`src/rtl/pong_vga_pkg.sv`:
```
// pong_vga_pkg: 640x480 VGA timing constants and sync bundle shared by the Pong video blocks.
package pong_vga_pkg;
  localparam int VIDEO_WIDTH = 3;
  localparam int HMAX = 800;
  localparam int VMAX = 525;
  localparam int HDISPLAY = 640;
  localparam int VDISPLAY = 480;
  localparam int H_FRONT = 16;
  localparam int H_SYNC = 96;
  localparam int V_FRONT = 10;
  localparam int V_SYNC = 2;
  typedef struct packed {
    logic hs_n;
    logic vs_n;
    logic act;
  } sync_t;
  localparam sync_t SYNC_IDLE = '{hs_n: 1'b1, vs_n: 1'b1, act: 1'b0};
endpackage

```
`src/rtl/sync_delay_line.sv`:
```
// sync_delay_line: DEPTH-stage shift register whose stages all load rst_val on async reset.
module sync_delay_line #(
  parameter int W = 1,
  parameter int DEPTH = 1
) (
  input  logic         clk,
  input  logic         rst,
  input  logic [W-1:0] rst_val,
  input  logic [W-1:0] d,
  output logic [W-1:0] q
);
  logic [W-1:0] stage_q [DEPTH];
  logic [W-1:0] stage_d [DEPTH];
  always_comb begin
    stage_d[0] = d;
    for (int i = 1; i < DEPTH; i++) stage_d[i] = stage_q[i-1];
  end
  always_ff @(posedge clk or posedge rst)
    if (rst) for (int i = 0; i < DEPTH; i++) stage_q[i] <= rst_val;
    else stage_q <= stage_d;
  assign q = stage_q[DEPTH-1];
endmodule

```
`src/rtl/vga_timing_gen.sv`:
```
// vga_timing_gen: VGA raster counters, sync decode aligned to draw-block latency, and RGB composition.
module vga_timing_gen
  import pong_vga_pkg::*;
#(
  parameter int VIDEO_WIDTH = pong_vga_pkg::VIDEO_WIDTH,
  parameter int HMAX = pong_vga_pkg::HMAX,
  parameter int VMAX = pong_vga_pkg::VMAX,
  parameter int HDISPLAY = pong_vga_pkg::HDISPLAY,
  parameter int VDISPLAY = pong_vga_pkg::VDISPLAY,
  parameter int H_FRONT = pong_vga_pkg::H_FRONT,
  parameter int H_SYNC = pong_vga_pkg::H_SYNC,
  parameter int V_FRONT = pong_vga_pkg::V_FRONT,
  parameter int V_SYNC = pong_vga_pkg::V_SYNC,
  parameter int NUM_LAYERS = 3,
  parameter int DRAW_LATENCY = 1,
  localparam int HW = $clog2(HMAX),
  localparam int VW = $clog2(VMAX)
) (
  input  logic                   i_Clk,
  input  logic                   i_Reset,
  input  logic                   i_Enable,
  input  logic [NUM_LAYERS-1:0]  i_Draw,
  output logic [HW-1:0]          o_H_count,
  output logic [VW-1:0]          o_V_count,
  output logic                   o_Frame_Done,
  output logic                   o_HSync,
  output logic                   o_VSync,
  output logic                   o_Active,
  output logic [VIDEO_WIDTH-1:0] o_Red,
  output logic [VIDEO_WIDTH-1:0] o_Green,
  output logic [VIDEO_WIDTH-1:0] o_Blue
);
  localparam logic [HW-1:0] H_LAST = HW'(HMAX - 1);
  localparam logic [HW-1:0] H_VIS = HW'(HDISPLAY);
  localparam logic [HW-1:0] HS_ON = HW'(HDISPLAY + H_FRONT);
  localparam logic [HW-1:0] HS_OFF = HW'(HDISPLAY + H_FRONT + H_SYNC);
  localparam logic [VW-1:0] V_LAST = VW'(VMAX - 1);
  localparam logic [VW-1:0] V_VIS = VW'(VDISPLAY);
  localparam logic [VW-1:0] VS_ON = VW'(VDISPLAY + V_FRONT);
  localparam logic [VW-1:0] VS_OFF = VW'(VDISPLAY + V_FRONT + V_SYNC);

  if (HDISPLAY + H_FRONT + H_SYNC > HMAX) begin : g_bad_h
    $error("horizontal display+porch+sync exceeds HMAX");
  end
  if (VDISPLAY + V_FRONT + V_SYNC > VMAX) begin : g_bad_v
    $error("vertical display+porch+sync exceeds VMAX");
  end
  if (DRAW_LATENCY < 1) begin : g_bad_lat
    $error("DRAW_LATENCY must be at least 1");
  end

  logic [HW-1:0] h_q, h_d;
  logic [VW-1:0] v_q, v_d;
  sync_t sync_raw, sync_dly, sync_q, sync_d;
  logic rgb_q, rgb_d;

  always_comb begin
    h_d = (h_q == H_LAST) ? '0 : h_q + 1'b1;
    v_d = (h_q != H_LAST) ? v_q : (v_q == V_LAST) ? '0 : v_q + 1'b1;
    sync_raw.hs_n = !(h_q >= HS_ON && h_q < HS_OFF);
    sync_raw.vs_n = !(v_q >= VS_ON && v_q < VS_OFF);
    sync_raw.act = (h_q < H_VIS) && (v_q < V_VIS);
    sync_d = sync_dly;
    rgb_d = sync_dly.act && i_Enable && |i_Draw;
  end

  // The last delay stage lines up with the returning draw flags.
  sync_delay_line #(
    .W($bits(sync_t)),
    .DEPTH(DRAW_LATENCY)
  ) u_sync_dly (
    .clk(i_Clk),
    .rst(i_Reset),
    .rst_val(SYNC_IDLE),
    .d(sync_raw),
    .q(sync_dly)
  );

  always_ff @(posedge i_Clk or posedge i_Reset)
    if (i_Reset) begin
      h_q <= '0;
      v_q <= '0;
      sync_q <= SYNC_IDLE;
      rgb_q <= 1'b0;
    end else begin
      h_q <= h_d;
      v_q <= v_d;
      sync_q <= sync_d;
      rgb_q <= rgb_d;
    end

  assign o_H_count = h_q;
  assign o_V_count = v_q;
  assign o_Frame_Done = (h_q == '0) && (v_q == V_VIS);
  assign o_HSync = sync_q.hs_n;
  assign o_VSync = sync_q.vs_n;
  assign o_Active = sync_q.act;
  assign o_Red = {VIDEO_WIDTH{rgb_q}};
  assign o_Green = {VIDEO_WIDTH{rgb_q}};
  assign o_Blue = {VIDEO_WIDTH{rgb_q}};
endmodule

```
`config.mk`:
```
export PLATFORM = sky130hd
export DESIGN_NAME = vga_timing_gen
export DESIGN_NICKNAME = d
export VERILOG_FILES = /design/src/rtl/pong_vga_pkg.sv /design/src/rtl/sync_delay_line.sv /design/src/rtl/vga_timing_gen.sv
export SDC_FILE = /design/constraint.sdc
export NUM_CORES = 1
export LEC_CHECK = 0
export ABC_AREA = 1
export BUFFER_PORTS_ARGS = -buffer_cell sky130_fd_sc_hd__buf_2
export CAP_MARGIN = 5
export CORE_AREA = 2 2 64 66
export DETAILED_ROUTE_END_ITERATION = 6
export DIE_AREA = 0 0 66 68
export SKIP_CTS_REPAIR_TIMING = 1
export SLEW_MARGIN = 25
export SYNTH_ARGS = -nofsm -noshare
export SYNTH_HDL_FRONTEND = slang
export SYNTH_SLANG_ARGS = --single-unit
export TNS_END_PERCENT = 50
```
`constraint.sdc`:
```
create_clock -name i_Clk -period 1.3 [get_ports i_Clk]
set_input_delay 0.39 -clock i_Clk [delete_from_list [all_inputs] [get_ports i_Clk]]
set_output_delay 0.39 -clock i_Clk [all_outputs]
set_load 0.1 [all_outputs]
```
==> results.ini <==
[placement]
dpl.hpwl_um=2980
gp_congestion=0.809
pre_cts_slack_ps=-507
numPortBuffers=38

[timing]
worst_slew_pin_slew_ps=373
min_period_ps=2090
final_hold_viol_count=0
fmax_mhz=478
fin_crit_sh_pct=161
worst_slack_ps=-791
tns_ps=-9370
setup_viol=50
fin_worst_skew_ps=4.06
rsz0062_at_grt=true
slew_viol_final=0
maxSlewHeadroom_pct=74.9

[cts]
clk_latency_ps=280
clock-sinks=27
cts_root_buf=clkbuf_8
clockBufferDepth=2
cts_tree=built
path_clk_slew_ps=100
htree_levels=1
cts_inserted_buffers=3

[yosys]
synth_area_leader_cell=dfrtp_1
synth_top_area_share_pct=39.0
synth-edff-count=0
synthesis.area_sq_um=1480
ys_top_cells_by_area=dfrtp_1 (39%), nand2_1 (8.1%), dfstp_2 (7.1%)
ys_ff_latch=27
synthArstFlopShare_pct=100
synthFlopType=dfrtp_1
synth_cell_types=25
synth_common_cells=nand2_1 (32), inv_1 (27), dfrtp_1 (23), nor2_1 (19)
synth_seq_area_share_pct=46.1
yosysMostFrequentCell=nand2_1
synth.yosys.warnings=0
syn_avg_cell_area_sq_um=8.30
synth_nets=189
syn_inst=178

[power_and_ir_drop]
powerDensity_nw_per_um2=578
power_leakage_nw=1.23
power.total_mw=1.60
ir_drop_mv=0.362

[flow_run]
maxCapViolCount=0

[route]
ant_nets=0
vias=1493
drt_iter0_markers=47
wl_per_cell_um=13.4
drt-vias-per-instance=4.90
dr.pass1.iters=4
drcViolationCount=0
totalWireLength_um=4100

[floorplanning]
die_y_um=68
die_area_sq_um=4490
design.core.area_sq_um=3860
die_x_um=66
ioPinCount=39
rows=23
initial_core_util_pct=38.3

[cells_and_area]
diodes=0
layout-drive-gt1-share_pct=51.8
nets=267
area.growth.synth_to_final_pct=87.8
utilization_pct=72.0

[setup_path]
cp_data_required_time_ps=910
worst_path_largest_cell_delay_ps=500
critPathLaunchType=flop
cp.arrival_ps=1700
cp_max_fo=2
worstSetupEndpointType=output pin
path_class=flop to output pin
cpMaxStageDelayCell=dfrtp_4
path_cells=inv_4 -> ha_4 -> nand4_1 -> nor4_4 -> buf_12

[global_route]
antenna_found_initial=0
grt_max_degree=28
grt_pass1_vias=1489
grt_pass1_wl_um=6520
grt_use_total_pct=18.9
overflow=0

[run_status]
status=finished, violations left
violations=negative setup slack

[worst_hold_path]
hold_class=input pin to async pin

-- layer usage --
layer	up-vias	track usage [%]	part of all wire, %
li1	723	-	-
met1	716	23.0	40
met2	47	33.3	52
met3	7	3.13	5.4
met4	0	7.65	2.1
met5	-	0	0
-- metrics by stage --
stage	hold slack (ps)	cells	area, sq um
CTS	167	300	2600
global placement	346	296	2550
detailed placement	349	296	2550
finish	149	305	2780
floorplan	345	178	1570
global route	182	305	2780
-- where the power goes --
| group | internal [mW] | switching (mW) | total, mW |
|---|---|---|---|
| clock | 0.220 | 0.279 | 0.499 |
| sequential | 0.841 | 0.00170 | 0.843 |
| combinational | 0.0852 | 0.176 | 0.261 |
| total | 1.15 | 0.456 | 1.60 |
-- cells in the final DEF (no fill, tap or decap), drive strengths merged, types with 4 or more instances in the layout --
cell type   n
o21ai       9
nor2       21
nand3      11
buf        83
xor2        7
nor3       10
ha          5
dfstp       4
inv        28
clkbuf      4
nand4       7
nand2      33
dfrtp      23
-- final timing paths --
kind                                 startpoint         endpoint  slack (ps)  cells past startpoint
max in group asynchronous               i_Reset  u_sync_dly.q[1]         850                      3
worst min-delay path                    i_Reset            rgb_q         150                      3
worst max register to register     o_H_count[0]     o_H_count[9]        -360                      9
worst max-delay path               o_H_count[1]     o_Frame_Done        -790                      5
min in group i_Clk                     i_Enable            rgb_q         360                      2
worst min register to register  u_sync_dly.q[2]          o_HSync         360                      0
-- flip-flops by register name (all words and copies together) (netlist names) --
name and count:
rgb_q 1, o_H_count 10, o_V_count 10, u_sync_dly.q 3, o_Active 1, o_HSync 1
o_VSync 1
-- cells by family (layout without fill, tap and decap cells) --
family / Yosys count / count (layout) / synth area share [%]
AND/OR/NAND/NOR: 86 / 86 / 27.2
adder cells (fa/ha/maj): 5 / 5 / 4.23
AO/OA/AOI/OAI: 15 / 15 / 5.93
flip-flops: 27 / 27 / 46.1
XOR/XNOR: 7 / 7 / 4.15
buffers and inverters: 38 / 115 / 12.4
-- critical path, delay by kind of cell, from the launching register on --
family / cells / cell delay, ps
simple gates: 2 / 510
flops: 1 / 500
fa+ha+maj: 1 / 110
buf+inv: 2 / 290
-- area by class of cell --
cell class	count	area, sq um
fill	285	1080
timing repair buffer	83	1100
tap	50	62.6
sequential	27	733
clock buffer	4	45.0
inverter	28	113
multi-input combinational	113	718
(Power assumes the default switching activity.)
